===== src/rtl/wb_arbiter.sv =====
// wb_arbiter: round-robin write-back arbiter for a 7-source, 32-bit write-back
// mux feeding the register bank.
// Each grant takes three states:
//   IDLE   - pick a winner
//   SETTLE - let the mux output settle; this state may be frozen by stall
//   WRITE  - one-cycle register write and acknowledge
module wb_arbiter (
    input  logic        clk,
    input  logic        reset_n,
    input  logic [6:0]  req,
    input  logic [34:0] req_dest,
    input  logic        stall,
    output logic [2:0]  mux_sel,
    output logic        reg_wr,
    output logic [4:0]  reg_dest,
    output logic [6:0]  ack,
    output logic        busy,
    output logic [7:0]  wr_count
);

    typedef enum logic [1:0] {
        IDLE   = 2'd0,
        SETTLE = 2'd1,
        WRITE  = 2'd2
    } state_t;

    state_t      state, state_nxt;
    logic [2:0]  last, last_nxt;
    logic [2:0]  mux_sel_nxt;
    logic [4:0]  reg_dest_nxt;
    logic [7:0]  wr_count_nxt;

    logic        found;
    logic [2:0]  winner;
    logic [4:0]  winner_dest;
    logic        cur_req;

    // Round-robin search: the first set request bit, starting at (last+1) mod 7
    // and wrapping around.
    always_comb begin
        found       = 1'b0;
        winner      = '0;
        winner_dest = '0;
        for (int unsigned off = 1; off <= 7; off++) begin
            int unsigned idx;
            idx = {29'd0, last} + off;
            if (idx >= 7) idx = idx - 7;
            for (int unsigned i = 0; i < 7; i++) begin
                if (!found && idx == i && req[i]) begin
                    found       = 1'b1;
                    winner      = i[2:0];
                    winner_dest = req_dest[5*i +: 5];
                end
            end
        end
    end

    // Request level of the currently latched winner. mux_sel is never 7,
    // so the missing eighth entry is never looked up.
    always_comb begin
        cur_req = 1'b0;
        for (int unsigned i = 0; i < 7; i++) begin
            if (mux_sel == i[2:0]) cur_req = req[i];
        end
    end

    // Next-state logic and next values for the latched selection, the last
    // pointer and the write counter.
    always_comb begin
        state_nxt    = state;
        last_nxt     = last;
        mux_sel_nxt  = mux_sel;
        reg_dest_nxt = reg_dest;
        wr_count_nxt = wr_count;
        case (state)
            IDLE: begin
                if (found) begin
                    mux_sel_nxt  = winner;
                    reg_dest_nxt = winner_dest;
                    state_nxt    = SETTLE;
                end
            end
            SETTLE: begin
                // A withdrawn request aborts the grant, even while stalled.
                if (!cur_req)
                    state_nxt = IDLE;
                else if (!stall)
                    state_nxt = WRITE;
            end
            WRITE: begin
                last_nxt  = mux_sel;
                state_nxt = IDLE;
                if (reg_wr) wr_count_nxt = wr_count + 8'd1;
            end
            default: state_nxt = IDLE;
        endcase
    end

    // Write strobe, acknowledge and busy flag. All are decoded from the
    // current state and the latched selection.
    always_comb begin
        ack = '0;
        for (int unsigned i = 0; i < 7; i++) begin
            ack[i] = (state == WRITE) && (mux_sel == i[2:0]);
        end
        reg_wr = (state == WRITE) && (reg_dest != 5'd0);
        busy   = (state != IDLE);
    end

    // State and datapath registers. Reset takes priority over every input,
    // including stall.
    always_ff @(posedge clk) begin
        if (!reset_n) begin
            state    <= IDLE;
            last     <= 3'd6;
            mux_sel  <= '0;
            reg_dest <= '0;
            wr_count <= '0;
        end else begin
            state    <= state_nxt;
            last     <= last_nxt;
            mux_sel  <= mux_sel_nxt;
            reg_dest <= reg_dest_nxt;
            wr_count <= wr_count_nxt;
        end
    end

endmodule


===== config.mk =====
export PLATFORM = sky130hd
export DESIGN_NAME = wb_arbiter
export DESIGN_NICKNAME = d
export VERILOG_FILES = /design/src/rtl/wb_arbiter.sv
export SDC_FILE = /design/constraint.sdc
export NUM_CORES = 1
export LEC_CHECK = 0
export ABC_AREA = 1
export BUFFER_PORTS_ARGS = -buffer_cell sky130_fd_sc_hd__buf_2
export CAP_MARGIN = 5
export CORE_UTILIZATION = 55
export CTS_BUF_LIST = sky130_fd_sc_hd__clkbuf_8
export DETAILED_ROUTE_END_ITERATION = 8
export PLACE_DENSITY = 0.77
export SKIP_CTS_REPAIR_TIMING = 1
export SLEW_MARGIN = 5
export SYNTH_ARGS = -nofsm -noshare
export SYNTH_HDL_FRONTEND = slang
export SYNTH_SLANG_ARGS = --single-unit

===== constraint.sdc =====
create_clock -name clk -period 13.5 [get_ports clk]
set_input_delay 2.7 -clock clk [delete_from_list [all_inputs] [get_ports clk]]
set_output_delay 2.7 -clock clk [all_outputs]
set_load 0.05 [all_outputs]

==> flow_summary.ini, run 1 <==
[power]
p_seq_share_pct = 13.2
finalPower_uw = 683
switching_share_pct = 62.6
pwr-share-clk_pct = 6.2
vdd_drop_max_mv = 0.0570
p_leak_uw = 0.00301
pwr-share-comb_pct = 80.6
p_int_uw = 255
power.net_switching_uw = 428
powerDensity_mw_per_mm2 = 118

[logic_synthesis]
async_flop_share_pct = 0
synthDistinctLibCells = 38
ys.flop_type = dfxtp_1
synth_nets = 1109
synth-seq-cells = 21
synth_seq_area_share_pct = 7.95
syn-cell-area_mm2 = 0.00529
synth_top_area_share_pct = 15.1
syn-instance-count = 1042
syn_avg_cell_area_um2 = 5.07
synth_top_cell_by_area = nand2_1
yosys-top-cells-area = nand2_1, nor2_1, nand3_1, inv_1, dfxtp_1
synth_enable_flop_cells = 0
ys_warn_count = 0

[cts]
cts_sinks = 21
tritoncts = yes
numCtsBuffers = 3
cts-root-buf = clkbuf_8
clk_latency_ns = 0.27
cts.clk_slew.worst_paths_ns = 0.08
clk_path_buf_depth = 2
cts-htree-levels = 1

[placed_design]
pre_cts_slack_ns = 5.57
io_buffers = 69
place.gp.congestion = 1.08
hpwl_um = 18500

[global_routing]
grt_pass1_vias = 6492
grt_max_degree = 16
antenna_found_initial = 0
grt_pass1_wl_um = 34400
grt_overflow = 0
grt.total_usage_pct = 44.4

[floorplan]
die-height_um = 100
io-pin-count = 70
row_count = 35
dieArea_mm2 = 0.0100
initial_core_util_pct = 57.0
core_area_mm2 = 0.00928
die_w_um = 100

[cells_and_area]
n_fill_cell = 997
diodes = 0
layout-drive-gt1-share_pct = 11.4
finalNetCount = 1178
syn_to_final_growth_pct = 9.84

[critical_path]
critical_path_class = in2reg
rr_worst_depth = 40
critPathTopFamily = simple AND/OR/NAND/NOR gates
max_stage_delay_ns = 0.30
crit_path_end_kind = register
cp_max_fo = 9
cp_data_arrival_time_ns = 8.11
critPathBufInv = 3
crit_path_top_delay_cell = nor2_2
required_ns = 13.66
crit_path_start = req[0]
path_depth = 35
crit_path_start_kind = input port
crit_top_cell = nand4_1
reg2reg_from = last[1]

[timing]
fin_crit_ns = 7.96
max_freq_mhz = 126
hold_ws_ns = 0.487
finalCritPeriodShare_pct = 59.0
rsz0062_at_grt = no
setup_viol = 0
finalHoldViolCount = 0
relSlewSlack_pct = 24.5
slew_violations = 0
tightestPinTransition_ns = 1.12
fin_ws_ns = 5.54
fin_skew_ns = 0.00509
tns_ns = 0

[detailed_routing]
ant_nets = 0
vias = 7312
drc_errors = 0
drt_iter0_markers = 741
via_per_inst = 5.90
drt_pre_antenna_iters = 6
wl_per_cell_um = 18.1
wirelength_um = 22400

[hold_path]
holdCritStartpoint = reg_dest[1]
hold_class = reg2reg
whs_path_depth = 2

[outcome]
status = finished, final reports clean

[job]
cap_violations = 0
==> cells in the final DEF, fill, tap and decap left out, drive strengths merged, types with 2 or more instances in the layout <==
cell type | Yosys | layout
nor2 | 228 | 228
or2 | 3 | 3
a31oi | 2 | 2
clkinv | 2 | 2
clkbuf | 3 | 3
xor2 | 6 | 6
nand3 | 142 | 142
inv | 188 | 189
buf | 3 | 70
o2111ai | 2 | 2
nor4 | 7 | 7
a21oi | 21 | 21
o211ai | 4 | 4
nand4 | 63 | 63
nand2 | 225 | 225
o21ai | 40 | 40
ha | 21 | 21
dfxtp | 21 | 21
nor3 | 53 | 53
==> cell usage after synthesis (2+ instances only) <==
cell / number
a31oi_1: 2
o211ai_1: 4
buf_6: 2
nand3_2: 2
nand2_2: 8
dfxtp_1: 21
or2_2: 3
inv_1: 182
nor2_2: 15
o21ai_0: 32
nand4_1: 55
nand2_4: 4
nand2_1: 213
nor2_1: 206
o2111ai_1: 2
clkinv_1: 2
nand4_4: 2
xor2_1: 6
a21oi_1: 21
inv_2: 6
nor2_4: 6
clkbuf_1: 3
ha_1: 21
o21ai_1: 8
nand3_1: 140
nor4_1: 7
nand4_2: 6
nor3_1: 53
==> power groups by stage <==
| stage | Sequential (uW) | Clock [uW] | Combinational [uW] |
|---|---|---|---|
| detailed placement | 90.2 | 0 | 534 |
| global route | 91.1 | 44.4 | 609 |
| floorplan | 121 | 0 | 363 |
| finish | 90.0 | 42.2 | 551 |
| global placement | 89.7 | 0 | 533 |
| CTS | 89.1 | 41.5 | 535 |
==> stage by stage <==
stage          instance area (um2)  std cells  utilization (%)
6_report                      5810       1239             62.6
5_1_grt                       5810       1239             62.6
4_1_cts                       5810       1239             62.6
3_5_place_dp                  5760       1235             62.1
3_3_place_gp                  5760       1235             62.1
2_1_floorplan                 5290       1042                -
==> path summary, 6_finish.rpt <==
| path | slack (ns) | to |
|---|---|---|
| worst max-delay path | 5.54 | reg_dest[3] |
| worst min-delay path | 0.49 | reg_dest[1] |
| worst max register to register | 6.32 | reg_dest[3] |
| worst min register to register | 0.49 | reg_dest[1] |
==> cells by family (layout without fill, tap and decap cells) <==
logic type / count (synthesis) / after routing / synth area share, %
simple gates: 723 / 723 / 63.8
buf+inv: 196 / 264 / 14.2
compound gates: 74 / 74 / 7.67
flops: 21 / 21 / 7.95
xor+xnor: 6 / 6 / 0.994
fa+ha+maj: 22 / 22 / 5.35
==> area by class of cell <==
| class | count | area (um2) | share of cell area [%] |
|---|---|---|---|
| well taps | 129 | 161 | 2.78 |
| clock buffers | 3 | 41.3 | 0.711 |
| inverters | 190 | 713 | 12.3 |
| multi-input cells | 825 | 4120 | 70.9 |
| flip-flops and latches | 21 | 420 | 7.24 |
| repair buffers | 70 | 353 | 6.07 |
| clock inverters | 1 | 3.75 | 0.0646 |
==> worst register-to-register path: cells and delay by family, from the launching register on <==
family,cells,cell delay [ns]
AOI/OAI and AO/OA,1,0.05
DFF,1,0.59
and+or+nand+nor,35,5.36
buffers and inverters,3,0.66
adders and majority gates,1,0.41
==> per-layer routing <==
metal	global-route usage, %	up-vias	wire, um
met4	21.0	0	1170
li1	-	3532	-
met3	9.19	101	2710
met1	59.2	3161	9180
met2	68.5	518	9330
met5	0	-	0
==> flip-flops by register name (all words and copies together), names as in the netlist <==
register,cells
wr_count,8
reg_dest,5
last,3
mux_sel,3
state,2
(Power assumes the default switching activity.)
==> run 2: changes to the inputs <==
clock period = 8.3 ns   (was 13.5 ns; I/O delays follow)
==> flow_summary.ini, run 2 (same netlist as run 1, synthesis figures left out) <==
[critical_path]
cp_data_arrival_time_ns = 7.15
crit_path_end_kind = register
critical_path_class = reg2reg
cp_max_fo = 15
worstReg2RegEnd = reg_dest[3]
crit_path_start_kind = register
required_ns = 8.45
crit_path_top_delay_cell = dfxtp_1
r2r_setup_slack_ns = 1.30
rr_worst_depth = 40
max_stage_delay_ns = 0.75
timing.critical_path.to = reg_dest[3]
crit_path_start = last[0]
crit_top_cell = nand4_1
reg2reg_from = last[0]

[placed_design]
place.gp.congestion = 1.05
dpl-instance-area_mm2 = 0.00578
dp_cells = 1237
hpwl_um = 18700
io_buffers = 69

[floorplan]
core_area_mm2 = 0.00928
initial_core_util_pct = 57.0
dieArea_mm2 = 0.0100
io-pin-count = 70
row_count = 35
die-height_um = 100
die_w_um = 100

[timing]
rsz0062_at_grt = no
relSlewSlack_pct = 21.3
slew_violations = 0
finalHoldViolCount = 0
tns_ns = 0
fin_skew_ns = 0.00628
setup_viol = 0
fin_crit_ns = 7.00
tightestPinTransition_ns = 1.17
max_freq_mhz = 143
finalCritPeriodShare_pct = 84.3

[cts]
cts-root-buf = clkbuf_8
clk_latency_ns = 0.26
clk_path_buf_depth = 2
cts_sinks = 21
tritoncts = yes
cts.clk_slew.worst_paths_ns = 0.08
cts-htree-levels = 1
numCtsBuffers = 3

[power]
pwr-share-clk_pct = 6.0
p_leak_uw = 0.00302
p_seq_share_pct = 13.2
p_int_uw = 415
pwr-share-comb_pct = 80.8
finalPower_uw = 1120
vdd_drop_max_mv = 0.117
power.net_switching_uw = 702
switching_share_pct = 62.8
powerDensity_mw_per_mm2 = 192

[global_routing]
grt_pass1_vias = 6508
antenna_found_initial = 0
grt_overflow = 0
grt.total_usage_pct = 46.0
grt_pass1_wl_um = 35100
grt_max_degree = 16

[hold_path]
hold_class = reg2reg

[cells_and_area]
layout_commonest_cell = nand2_1
regMostFlops = wr_count
utilization_pct = 62.7
most-common-layout-cells = nand2_1, nor2_1, inv_1, nand3_1, buf_2
finalNetCount = 1180
diodes = 0
largest_reg_flops = 8
regArea_um2 = 420
instances_no_fill = 1241
multi_input_area_mm2 = 0.00412
syn_to_final_growth_pct = 10.1
finalInstanceArea_mm2 = 0.00582
layout-drive-gt1-share_pct = 11.5
n_fill_cell = 987
top_regs = wr_count (8), reg_dest (5)

[detailed_routing]
ant_nets = 0
drt_iter0_markers = 881
wl_per_cell_um = 18.6
wirelength_um = 23100
drc_errors = 0
via_per_inst = 6.05
vias = 7513
drt_pre_antenna_iters = 5

[job]
cap_violations = 0

[outcome]
status = finished, final reports clean
-- run 2: layout make-up --
class                           instances  area share (%)
Clock buffer                            3           0.709
Clock inverter                          1          0.0645
Tap cell                              129            2.77
Multi-Input combinational cell        825            70.7
Inverter                              190            12.2
Timing Repair Buffer                   72            6.32
Sequential cell                        21            7.22
-- run 2: critical path, delay by kind of cell (launching register included) --
family                   cells  cell delay, ns
AO/OA/AOI/OAI                1            0.05
adder cells (fa/ha/maj)      1            0.41
buffers and inverters        3            0.58
flip-flops                   1            0.75
AND/OR/NAND/NOR             35            5.12
-- run 2: power by group through the flow --
stage                     clock [uW]  sequential, uW  combinational [uW]
after global routing            72.1             149                 995
after global placement             0             147                 869
after CTS                       67.0             145                 872
final                           67.1             147                 903
after floorplan                    0             197                 591
after detailed placement           0             147                 868
-- run 2: through the flow --
stage / setup slack, ns / hold WS [ns]
6_report: 1.30 / 0.482
3_5_place_dp: 1.47 / 0.471
2_1_floorplan: 2.64 / 0.465
4_1_cts: 1.49 / 0.482
3_3_place_gp: 1.42 / 0.466
5_1_grt: 0.690 / 0.501
-- run 2: worst min path at each step --
stage / start / end / slack [ns] / cells after the start
after global routing: reg_dest[1] / reg_dest[1] / 0.50 / 2
final: wr_count[2] / wr_count[2] / 0.48 / 2
after floorplan: state[0] / state[1] / 0.47 / 2
after detailed placement: wr_count[2] / wr_count[2] / 0.47 / 2
after global placement: wr_count[2] / wr_count[2] / 0.47 / 2
after CTS: wr_count[2] / wr_count[2] / 0.48 / 2
-- run 2: layer usage --
metal,up-vias,track usage [%],wire length (um)
met4,0,18.5,1190
li1,3533,-,-
met1,3321,60.2,9060
met5,-,0,0
met3,95,13.3,3300
met2,564,71.1,9530
==> run 3: changes to the inputs <==
ABC_AREA = 0   (was 1)
PLACE_DENSITY = 0.76   (was 0.77)
clock period = 7 ns   (was 8.3 ns; I/O delays follow)
==> flow_summary.ini, run 3 <==
[power]
pwr-share-comb_pct = 71.6
switching_share_pct = 58.0
pwr-share-clk_pct = 10.5
p_seq_share_pct = 17.9
powerDensity_mw_per_mm2 = 132
p_int_uw = 367
p_leak_uw = 0.00257
power.net_switching_uw = 507
vdd_drop_max_mv = 0.151

[placed_design]
place.gp.congestion = 1.08
pre_cts_slack_ns = 1.20
io_buffers = 69
dpl-instance-area_mm2 = 0.00658
hpwl_um = 23400
dp_cells = 1083

[cells_and_area]
syn_to_final_growth_pct = 5.06
most-common-layout-cells = nand2_1, nor2_1, buf_2, o21ai_0, a21oi_1
layout_commonest_cell = nand2_1
largest_reg_flops = 8
instances_no_fill = 1087
finalNetCount = 1015
diodes = 0
regMostFlops = wr_count
n_fill_cell = 989
layout-drive-gt1-share_pct = 13.8
finalInstanceArea_mm2 = 0.00663
top_regs = wr_count (8), reg_dest (5)

[cts]
clk_latency_ns = 0.29
tritoncts = yes
clk_path_buf_depth = 2
cts.clk_slew.worst_paths_ns = 0.09
cts-htree-levels = 1
cts-root-buf = clkbuf_8
numCtsBuffers = 3
cts_sinks = 21

[logic_synthesis]
ys.flop_type = dfxtp_1
synthDistinctLibCells = 110
synth_top_area_share_pct = 6.67
ys_top_cells_by_count = nand2_1, nor2_1, o21ai_0
synth_most_common_cell = nand2_1
syn-instance-count = 921
ys_warn_count = 0
synth-seq-cells = 21
synth_nets = 988
synth_enable_flop_cells = 0
synth_top_cell_by_area = dfxtp_1
yosys-top-cells-area = dfxtp_1, nand2_1, nor2_1, o21ai_0, ha_1
syn_avg_cell_area_um2 = 6.85
synth_seq_area_share_pct = 6.67
async_flop_share_pct = 0
syn-cell-area_mm2 = 0.00631

[outcome]
failed_checks = DRC
status = complete, but fails checks

[timing]
relSlewSlack_pct = 19.1
rsz0062_at_grt = no
tns_ns = 0
slew_violations = 0
fin_skew_ns = 0.00469
finalHoldViolCount = 0
setup_viol = 0
hold_ws_ns = 0.520
fin_ws_ns = 0.913
fin_crit_ns = 6.09
finalCritPeriodShare_pct = 87.0
max_freq_mhz = 164
tightestPinTransition_ns = 1.20

[critical_path]
crit_path_end_kind = register
cp_max_fo = 20
crit_path_start_kind = register
cp_data_arrival_time_ns = 6.32
critical_path_class = reg2reg
required_ns = 7.23

[global_routing]
grt_pass1_wl_um = 44600
grt_max_degree = 59
antenna_found_initial = 0
grt.total_usage_pct = 49.9
grt_pass1_vias = 7501
grt_overflow = 0

[detailed_routing]
drt_pre_antenna_iters = 9
ant_nets = 0
wl_per_cell_um = 27.6
wirelength_um = 30000
vias = 8728
drt_iter0_markers = 1529
via_per_inst = 8.03
drc_errors = 2

[floorplan]
die-height_um = 109
row_count = 38
io-pin-count = 70
initial_core_util_pct = 57.4
dieArea_mm2 = 0.0119
die_w_um = 109
core_area_mm2 = 0.0110

[hold_path]
hold_class = reg2reg

[job]
cap_violations = 0
[run 3: cell types whose count changed after synthesis, moves of 27 or more]
cell,delta
inv_1,-154
nor2_1,-128
nand2_1,-110
nand3_1,-102
nand4_1,-36
a21oi_1,+27
clkbuf_1,+27
nor3_1,-27
[run 3: area by class of cell]
cell class	instances	area, um2	share of cell area (%)
Timing Repair Buffer	81	435	6.57
Sequential cell	21	422	6.36
Clock buffer	3	41.3	0.623
Multi-Input combinational cell	812	5440	82.0
Clock inverter	1	7.51	0.113
Tap cell	140	175	2.64
Inverter	29	109	1.64
[run 3: cells by family (layout without fill, tap and decap cells)]
logic type | Yosys count | count (layout) | share of synthesized area, %
and+or+nand+nor | 410 | 410 | 35.3
AOI/OAI and AO/OA | 357 | 357 | 42.2
buffers and inverters | 88 | 114 | 7.14
adders and majority gates | 22 | 22 | 4.48
DFF | 21 | 21 | 6.67
muxes | 15 | 15 | 2.80
xor gates and xnor gates | 8 | 8 | 1.41
[run 3: stage by stage]
step                      utilization [%]  total power, uW
after global placement               59.9              750
final                                60.3              874
after detailed placement             59.9              746
after CTS                            60.3              835
after global routing                 60.3              896
after floorplan                         -              574
[run 3: worst max-delay path, cell delays in order, from the launching register on]
cell and delay (ns):
dfxtp_1 0.70, inv_1 0.35, ha_1 0.81, and4b_1 0.32, o31a_1 0.44, a211oi_2 0.22, nand2_1 0.45, nor4_4 0.90
nand4_1 0.75, or2_2 0.53, nand4_1 0.13, o2111a_1 0.23, o41ai_2 0.07, a21boi_2 0.12
[run 3: power by group through the flow]
stage                     Clock, uW  Sequential, uW  Combinational, uW
after global placement            0             157                593
after CTS                      88.9             156                590
final                          91.6             157                625
after floorplan                   0             186                388
after detailed placement          0             159                588
after global routing           92.4             159                645
[run 3: worst paths after layout]
path               start           to  slack, ns  cells after the start
max              last[2]  reg_dest[3]       0.91                     13
min reg2reg  wr_count[7]  wr_count[7]       0.52                      2
min          wr_count[7]  wr_count[7]       0.52                      2
max reg2reg      last[2]  reg_dest[3]       0.91                     13
[run 3: layer usage]
layer | part of all wire, % | GRT usage [%] | wire (um)
met4 | 5.8 | 20.0 | 1750
met5 | 0 | 0 | 0
met2 | 40 | 72.7 | 12000
met3 | 16 | 14.0 | 4810
met1 | 38 | 68.3 | 11500
